`src/rtl/spi_reg_pkg.sv`:
```
// Shared definitions for the SPI register-bus controller: FSM state encoding,
// command write-bit position and the default status byte.
package spi_reg_pkg;

  typedef logic [2:0] state_t;

  localparam state_t ST_IDLE     = 3'd0;
  localparam state_t ST_CMD      = 3'd1;
  localparam state_t ST_WR_DATA  = 3'd2;
  localparam state_t ST_RD_FETCH = 3'd3;
  localparam state_t ST_RD_LOAD  = 3'd4;
  localparam state_t ST_RD_WAIT  = 3'd5;

  localparam int CMD_WR_BIT = 7;

  localparam logic [7:0] STATUS_BYTE_DEF = 8'hA5;

endpackage

```
`src/rtl/spi_reg_ctrl.sv`:
```
// SPI-frame to register-bus bridge: command byte selects read/write and start address.
// Define SPI_REG_CTRL_AUTOINC_EN to advance the address per access; otherwise it stays fixed.
//
// state       | meaning
// ------------+------------------------------------------------------------
// ST_IDLE     | no frame; waiting for registered cs 1->0
// ST_CMD      | status byte offered; waiting for the command byte
// ST_WR_DATA  | each received byte becomes a register write
// ST_RD_FETCH | reg_re is high this cycle
// ST_RD_LOAD  | reg_rdata valid; loaded into tx_byte
// ST_RD_WAIT  | waiting for the master to clock out the byte
module spi_reg_ctrl
  import spi_reg_pkg::*;
#(
  parameter int         ADDR_W      = 7,
  parameter logic [7:0] STATUS_BYTE = STATUS_BYTE_DEF
) (
  input  logic              clk,
  input  logic              rst,
  input  logic              cs,
  input  logic [7:0]        rx_byte,
  input  logic              rx_valid,
  output logic [7:0]        tx_byte,
  output logic              tx_valid,
  output logic [ADDR_W-1:0] reg_addr,
  output logic [7:0]        reg_wdata,
  output logic              reg_we,
  output logic              reg_re,
  input  logic [7:0]        reg_rdata
);

`ifdef SPI_REG_CTRL_AUTOINC_EN
  localparam bit AUTOINC = 1'b1;
`else
  localparam bit AUTOINC = 1'b0;
`endif

  state_t            state;
  logic              cs_q;
  logic [ADDR_W-1:0] cur_addr;
  logic [ADDR_W-1:0] addr_nxt;

  // Natural ADDR_W-bit overflow gives the max->0 wrap.
  always_comb begin
    addr_nxt = cur_addr;
    if (AUTOINC) addr_nxt = cur_addr + ADDR_W'(1);
  end

  always_ff @(posedge clk) begin
    if (!rst) begin
      state     <= ST_IDLE;
      cs_q      <= 1'b1;
      cur_addr  <= '0;
      tx_byte   <= 8'h00;
      tx_valid  <= 1'b0;
      reg_addr  <= '0;
      reg_wdata <= 8'h00;
      reg_we    <= 1'b0;
      reg_re    <= 1'b0;
    end else begin
      cs_q     <= cs;
      tx_valid <= 1'b0;
      reg_we   <= 1'b0;
      reg_re   <= 1'b0;

      case (state)
        ST_IDLE: begin
          if (cs_q && !cs) begin
            state    <= ST_CMD;
            tx_byte  <= STATUS_BYTE;
            tx_valid <= 1'b1;
          end
        end

        ST_CMD: begin
          if (cs) begin
            state <= ST_IDLE;
          end else if (rx_valid) begin
            cur_addr <= rx_byte[ADDR_W-1:0];
            if (rx_byte[CMD_WR_BIT]) begin
              state <= ST_WR_DATA;
            end else begin
              // Strobe is registered so it is high for exactly the RD_FETCH cycle.
              state    <= ST_RD_FETCH;
              reg_re   <= 1'b1;
              reg_addr <= rx_byte[ADDR_W-1:0];
            end
          end
        end

        ST_WR_DATA: begin
          if (cs) begin
            state <= ST_IDLE;
          end else if (rx_valid) begin
            reg_we    <= 1'b1;
            reg_wdata <= rx_byte;
            reg_addr  <= cur_addr;
            cur_addr  <= addr_nxt;
          end
        end

        ST_RD_FETCH: begin
          if (cs) state <= ST_IDLE;
          else    state <= ST_RD_LOAD;
        end

        ST_RD_LOAD: begin
          if (cs) begin
            state <= ST_IDLE;
          end else begin
            tx_byte  <= reg_rdata;
            tx_valid <= 1'b1;
            cur_addr <= addr_nxt;
            state    <= ST_RD_WAIT;
          end
        end

        ST_RD_WAIT: begin
          if (cs) begin
            state <= ST_IDLE;
          end else if (rx_valid) begin
            state    <= ST_RD_FETCH;
            reg_re   <= 1'b1;
            reg_addr <= cur_addr;
          end
        end

        default: state <= ST_IDLE;
      endcase
    end
  end

endmodule

```
`config.mk`:
```
export PLATFORM = sky130hd
export DESIGN_NAME = spi_reg_ctrl
export DESIGN_NICKNAME = d
export VERILOG_FILES = /design/src/rtl/spi_reg_pkg.sv /design/src/rtl/spi_reg_ctrl.sv
export SDC_FILE = /design/constraint.sdc
export NUM_CORES = 1
export LEC_CHECK = 0
export CAP_MARGIN = 0
export CORE_MARGIN = 5
export CORE_UTILIZATION = 46
export CTS_CLUSTER_DIAMETER = 50
export DETAILED_ROUTE_END_ITERATION = 10
export PLACE_DENSITY_LB_ADDON = 0.1
export SYNTH_ARGS = -nofsm -noshare
export SYNTH_HDL_FRONTEND = slang
export SYNTH_SLANG_ARGS = --single-unit
```
`constraint.sdc`:
```
create_clock -name clk -period 2 [get_ports clk]
set_input_delay 0.4 -clock clk [delete_from_list [all_inputs] [get_ports clk]]
set_output_delay 0.4 -clock clk [all_outputs]
set_load 0.05 [all_outputs]
```
After elaboration in Yosys (flattened, before gate mapping)
Cells that the tools add are included.
Storage, ports and cells
  bits in read-only memories: 0
  flip-flop bits (word level): 37
  memories kept: 0
  input bits: 20
  bits in latches: 0
  output and inout port bits: 26
  RAM bits: 0
Operators by class
  divide/modulo/power cells: 0
  shift-type cells: 0
  bitwise logic cells: 1
  $add $sub $neg: 0
  magnitude comparators: 0
  mux-type cells: 28
  multipliers: 0
  reductions and logical operators: 12
  equal/unequal tests: 15
Operator list (count)
  two-way mux 7 bit: 5
  two-way mux 3 bit: 8
  one-hot mux 3 bit (6 select lines): 1
  two-way mux 8 bit: 2
  one-hot mux 8 bit (2 select lines): 1
  inequality test 2 bit, second input constant: 7
  one-hot mux 7 bit (2 select lines): 1
  AND reduction 3 bit: 3
  two-way mux 1 bit: 8
  == test 3 x 2 -> 1 bit, second input constant: 2
  == test 3 bit, second input constant: 2
  inequality test 3 bit, second input constant: 2
  AND reduction 6 bit: 1
  one-hot mux 1 bit (2 select lines): 2
  AND reduction 4 bit: 1
  nonzero test 2 bit: 2
  == test 3 x 1 -> 1 bit, second input constant: 1
  logical NOT 3 bit: 1
  inequality test 2 x 1 -> 1 bit, second input constant: 1
  AND reduction 2 bit: 1
  OR reduction 2 bit: 1
  logical AND 1 bit: 1
  logical NOT 1 bit: 1
  inverter 1 bit: 1

Longest topological paths before layout
  word-level depth: 4
  gate-level depth with buffers: 7
  mapped depth without buffers: 4

Worst setup path after synthesis
Ideal clock, no wire load.
  kind: reg2reg
  start point: register state[0]
  end point: register reg_addr[4]
  stages on the path, launching flop included: 8
  library setup time: 0.061 ns
  arrival time: 1.445 ns
  path slack: 0.494 ns
  buffers on the path: 3
  cell sequence: dfxtp_1 buf_6 or3b_1 buf_6 o21ai_4 and2_4 buf_6 o221a_1
On the way
  longest elaborated chain between the ends: 4
  elaborated cells between the ends (all ways): 12
  those cells by class: eq/ne (8); mux (1); reduce/logical (3)
Ends and longest elaborated chain
  from (decl): RTL line spi_reg_ctrl.sv:38  | state_t state;
  from (signal assigned): RTL line spi_reg_ctrl.sv:51  | state <= ST_IDLE;
  from (signal assigned): RTL line spi_reg_ctrl.sv:69  | state <= ST_CMD;
  from (signal assigned): RTL line spi_reg_ctrl.sv:77  | state <= ST_IDLE;
  == test 3 bit or == test 3 x 2 -> 1 bit (tied branches): RTL line spi_reg_ctrl.sv:66  | case (state)
  OR reduction 2 bit (no line)
  inequality test 2 x 1 -> 1 bit (no line) (tied with other cells)
  AND reduction 6 bit (no line)
  to (signal assigned): RTL line spi_reg_ctrl.sv:86  | reg_addr <= rx_byte[ADDR_W-1:0];
  to (signal assigned): RTL line spi_reg_ctrl.sv:97  | reg_addr <= cur_addr;
  to (signal assigned): RTL line spi_reg_ctrl.sv:124  | reg_addr <= cur_addr;
  to (decl): RTL line spi_reg_ctrl.sv:25  | output logic [ADDR_W-1:0] reg_addr,
Parallel ways exist; a longest one is shown, timed or not.
A chain may end at the register's enable or synchronous reset.

Worst setup path after layout
  start point: register reg_addr[5]
  end point: output port reg_addr[5]
No word-level cell between the ends.

==> reports/metrics.yaml <==
outcome: "complete, no violations"
cts_num_sinks: 37
initial_core_util: 0.489
reg2reg_depth: 5
p_leak_uw: 0.000846
async_reset_ff_frac: 0
path_cells: "clkdlybuf4s50_1"
synth_top_area_share: 0.488
path_clk_slew_ns: 0.11
io_buffers: 45
viasPerCell: 5.36
slew_headroom: 0.606
antenna_found_initial: 0
max_stage_delay_ns: 0.82
sw_frac_of_total: 0.345
netlist_top_cells_count: "dfxtp_1, nor2_1, mux2i_1, a21oi_1, nand2_1"
pwr-share-comb: 0.306
critical_path_class: "reg -> out"
r2r-end: "reg_addr[3]"
r2r-start: "state[0]"
rsz0062_at_grt: "no"
gp_congestion: 0.804
synth_area_leaders: "dfxtp_1, mux2i_1, nor2_1"
cts_tree: "yes"
netlist_instances: 161
via_count: 1373
post_cts_resize_count: 0
maxSlewViolCount: 0
place_ws_ns: 0.162
end_kind: "primary output"
period_share: 0.964
hpwl_mm: 2.85
min_period_ns: 1.93
numCtsBuffers: 5
post_cts_buffers: 0
pwr-share-clk: 0.219
cp_slowest_cell: "clkdlybuf4s50_1"
critPathTopFamily: "buffers and inverters"
ys_ff_latch: 37
htree_levels: 2
first_pass_iters: 4
p_switching_uw: 603
ir_drop_mv: 0.653
clk_latency_ns: 0.34
startpoint_type: "flip-flop"
grt_use_total: 0.183
yosys.area.top_type: "dfxtp_1"
fin_skew_ns: 0.00485
hold-path-endpoint: "tx_byte[4]"
post_drt_wl_per_cell_um: 15.0
setup_viol: 0
crit_buf_inv: 1
syn_to_final_growth_pct: 36.5
grt_pass1_wl_mm: 6.27
ioPinCount: 46
cap_violations: 0
min_delay_path_depth: 2
power_density_nw_per_um2: 843
seq_area_um2: 741
root_buffer: "clkbuf_4"
rows: 20
die_height_um: 67.4
insertedDiodeCount: 0
multiInputGateArea_um2: 688
yosysSeqAreaShare: 0.488
die_area_um2: 4540
synth_top_flop_cell: "dfxtp_1"
grt_pass1_vias: 1377
core_um2: 3100
postRouteAntennaNets: 0
ff2ff_setup_slack_ns: 0.20
min-delay-start: "tx_byte[4]"
nNetsFinal: 231
wirelength_mm: 3.84
tightest_slew_ns: 0.584
yosysWarnings: 0
die_w_um: 67.4
hold_viol: 0
clock_path_buffers: 2
fillers: 293
hold_buffers: 0
p_seq_frac: 0.474
setup_tns_ns: 0
worst_ep_required_time_ns: 1.60
worst-path-max-fanout: 2
syn_area_um2: 1520
grt_max_degree: 14
yosysMostFrequentCell: "dfxtp_1"
hp-class: "reg -> reg"
p_int_uw: 1140
fin_ws_ns: 0.0713
syn_area_per_cell_um2: 9.42
crit_arrival_ns: 1.53
drive_gt1_frac: 0.0896
fmax_ghz: 0.518
synth.distinct_cells: 33
grt-ovfl-total: 0
synth_edf_count: 0
drc_errors: 0
drt_iter0_drc: 126
syn_nets: 181
==> state kept, by name, summed over array words and instances (netlist names) <==
signal     flops
reg_we         1
state          3
reg_re         1
reg_addr       7
tx_valid       1
addr_nxt       7
reg_wdata      8
tx_byte        8
cs_q           1
==> how the worst max path moves through the flow <==
stage                            from           to  slack, ns  cells after the start
after detailed placement   rx_byte[7]  reg_addr[1]       0.16                      6
after global routing      reg_addr[6]  reg_addr[6]       0.03                      1
after floorplan              state[0]  reg_addr[4]       0.49                      7
after CTS                 reg_addr[5]  reg_addr[5]       0.07                      1
final                     reg_addr[5]  reg_addr[5]       0.07                      1
after global placement             cs     state[1]       0.19                      5
==> cell type report <==
class / instances / area share
clock inverters: 1 / 0.00363
inverters: 4 / 0.00726
clock buffers: 7 / 0.0218
well taps: 44 / 0.0266
repair buffers: 54 / 0.250
flip-flops and latches: 37 / 0.358
multi-input cells: 109 / 0.333
==> stage by stage <==
stage / cell area [um2] / power, uW / instances / utilization / hold WS, ns
final: 2070 / 1750 / 256 / 0.667 / 0.462
after global routing: 2070 / 1830 / 256 / 0.667 / 0.477
after CTS: 2070 / 1750 / 256 / 0.667 / 0.466
after detailed placement: 2020 / 1370 / 248 / 0.650 / 0.452
after global placement: 2020 / 1360 / 248 / 0.650 / 0.439
after floorplan: 1520 / 1210 / 161 / - / 0.455
==> logic make-up after synthesis <==
group / synth area share
compound gates: 0.149
simple gates: 0.193
flops: 0.488
mux: 0.112
buf+inv: 0.0578
==> placed cells by master, fill, tap and decap left out, types with 2 or more instances in the layout <==
cell             synthesis  layout
nand3b_1                 3       3
clkbuf_1                 3       2
inv_1                    4       4
nor2_1                  25      25
nand4_1                  4       4
mux2i_1                 17      17
a311oi_1                 5       5
o21ai_0                  2       2
a211oi_1                 2       2
buf_4                    1       9
a21oi_1                 11      11
o22ai_1                  5       5
clkbuf_4                 0       5
nand3_1                  7       7
nor2b_1                  2       2
nand2_1                 11      11
dfxtp_1                 37      37
clkdlybuf4s50_1          0      45
==> power by group through the flow <==
stage | Combinational (uW) | Sequential [uW] | Clock (uW)
after global routing | 575 | 835 | 421
after global placement | 516 | 842 | 0
after detailed placement | 531 | 844 | 0
after floorplan | 263 | 949 | 0
after CTS | 534 | 828 | 387
final | 535 | 828 | 383
==> routing by layer <==
layer,global-route usage,share of wire
met2,0.299,0.47
met1,0.222,0.44
met5,0,0
met4,0.0608,0.017
met3,0.0682,0.068
Power figures use the tool's default switching activity.
==> patch (same flow settings) <==
Change the parameter `ADDR_W` from 7 to 5.
--- a/src/rtl/spi_reg_ctrl.sv
+++ b/src/rtl/spi_reg_ctrl.sv
@@ -14,3 +14,3 @@
 #(
-  parameter int         ADDR_W      = 7,
+  parameter int         ADDR_W      = 5,
   parameter logic [7:0] STATUS_BYTE = STATUS_BYTE_DEF
Interface: changed (resized reg_addr); port bits go from 46 to 44. The function was not compared with the original's and may differ.
==> patch against the unedited design <==
Synthesized cell count did not move. Routed wire length fell by 8.0%. Worst setup slack improved by 0.034 ns. Count of clock-buffer cells in the layout fell by 1. Design area fell by 5.4%. Sequential cell count fell by 4. Synthesized area fell by 5.7%. Register-to-register slack improved by 0.15 ns.
Power is not compared: it rests on default switching activity, and its combinational part moved more than twofold at a synthesized area within 25%.
==> patch: results (changes against the unedited design) <==
====================================================================================
Worst hold path type                                                    register to register   unchanged
Global-route usage over all layers                                             0.183   about the same
Hpwl dp                                                                      2620 µm   was 2850 µm
Post-layout instance area                                                   1960 µm²   was 2070 µm²
Number of global-route vias before repair                                       1289   was 1377
Global placement routability congestion                                        0.737   was 0.804
Worst Setup Slack post-DPL                                                 0.0968 ns   was 0.162 ns
Minimum clock period after layout                                            1.89 ns   was 1.93 ns
Run status                                                              finished clean   unchanged
Filler cell count                                                                279   was 293
Final WL                                                                     3530 µm   was 3840 µm
Maximum number of pins on one net before global-route repair                      30   was 14
GR Layer Usage met1                                                            0.215   was 0.222
Met2 wire length                                                             1730 µm   was 1810 µm
Critical-path top delay cell                                            clkdlybuf4s50_1   unchanged
Final net count                                                                  228   was 231
Proportion of synthesized area in mux cells                                   0.0560   was 0.112
Wire length of the first global-routing pass                                 6060 µm   was 6270 µm
Repair and plain buffers                                                          50   was 54
Proportion of synthesized flip-flops having asynchronous set or reset              0   unchanged
Area of the multi-input gates                                                697 µm²   was 688 µm²
Cells taking the most area after synthesis                              dfxtp_1 (46%), o22ai_1 (6.1%), mux2i_1 (5.6%), a21oi_1 (4.9%), nand2_1 (4.5%)   was dfxtp_1 (49%), mux2i_1 (11%), nor2_1 (6.2%), a21oi_1 (3.6%), a311oi_1 (2.9%)
Number of distinct library cells after synthesis                                  29   was 33
Fraction of final layout cells with drive strength greater than 1             0.0957   was 0.0896
Number of sequential cells in the layout                                          33   was 37
Floorplan row count                                                               20   unchanged
Met3 Routed Length                                                            224 µm   was 262 µm
Detailed Route Iter0 Violations                                                   59   was 126
Via count                                                                       1325   was 1373
Cell area after placement                                                   1910 µm²   was 2020 µm²
Count of multi-input gates                                                       115   was 109
Complex-gate fraction of the synthesized area                                  0.198   was 0.149
Maximum clock path buffer count                                                    2   unchanged
CP Data Arrival Time                                                         1.49 ns   was 1.53 ns
XOR/XNOR Fraction of Synth Area                                                    0   unchanged
Worst clock skew                                                          0.00149 ns   was 0.00485 ns
Area taken by flip-flops and latches                                         661 µm²   was 741 µm²
Flop-to-flop setup slack                                                     0.35 ns   was 0.20 ns
Number of I/O port buffers                                                        43   was 45
DP Cell Count                                                                    245   was 248
Non-clock inverters                                                                3   was 4
Final Hold Slack                                                            0.460 ns   was 0.462 ns
Static Leak                                                                 0.747 nW
CLK BUF                                                                            6   was 7
Remaining max-slew budget at the tightest pin                                  0.655   was 0.606
Via density per instance                                                        5.24   was 5.36
Post-synthesis net count                                                         181   unchanged
Share of final layout cell area taken by non-clock buffers                     0.247   was 0.250
Sequential group share of total power                                          0.545
Most common library cells after synthesis                               dfxtp_1 (33), nand2_1 (17), nor2_1 (17), a21oi_1 (14), o22ai_1 (14)   was dfxtp_1 (37), nor2_1 (25), mux2i_1 (17), a21oi_1 (11), nand2_1 (11)
Met2 usage                                                                     0.293   was 0.299
Seq/Total Area, Yosys                                                          0.462   was 0.488
Met3 Resource Use GR                                                          0.0821   was 0.0682
Share of final layout cell area taken by clock buffers and inverters          0.0262   was 0.0254
Routed length on met1                                                        1500 µm   was 1700 µm
====================================================================================
## patch: cell count changes in the layout (fill, tap and decap cells not counted), sizes merged, moves of 7 or more
| cell | change |
|---|---|
| mux2i | -9 |
| o22ai | +9 |
| nand2b | +8 |
| nor2 | -8 |
| nor3 | +7 |
## patch: cells by family (layout without fill, tap and decap cells)
group | count (synthesis) | in the layout
simple gates | 64 | 64
mux | 8 | 8
buf+inv | 13 | 61
compound gates | 43 | 43
flops | 33 | 33
## patch: path summary, 6_finish.rpt
path / from / endpoint / depth (start not counted)
max: tx_byte[1]$_SDFFE_PN0P_ / tx_byte[1] / 1
min: tx_byte[6]$_SDFFE_PN0P_ / tx_byte[6]$_SDFFE_PN0P_ / 2
max reg2reg: state[1]$_SDFFE_PN0P_ / reg_addr[3]$_SDFFE_PN0P_ / 4
min reg2reg: tx_byte[6]$_SDFFE_PN0P_ / tx_byte[6]$_SDFFE_PN0P_ / 2
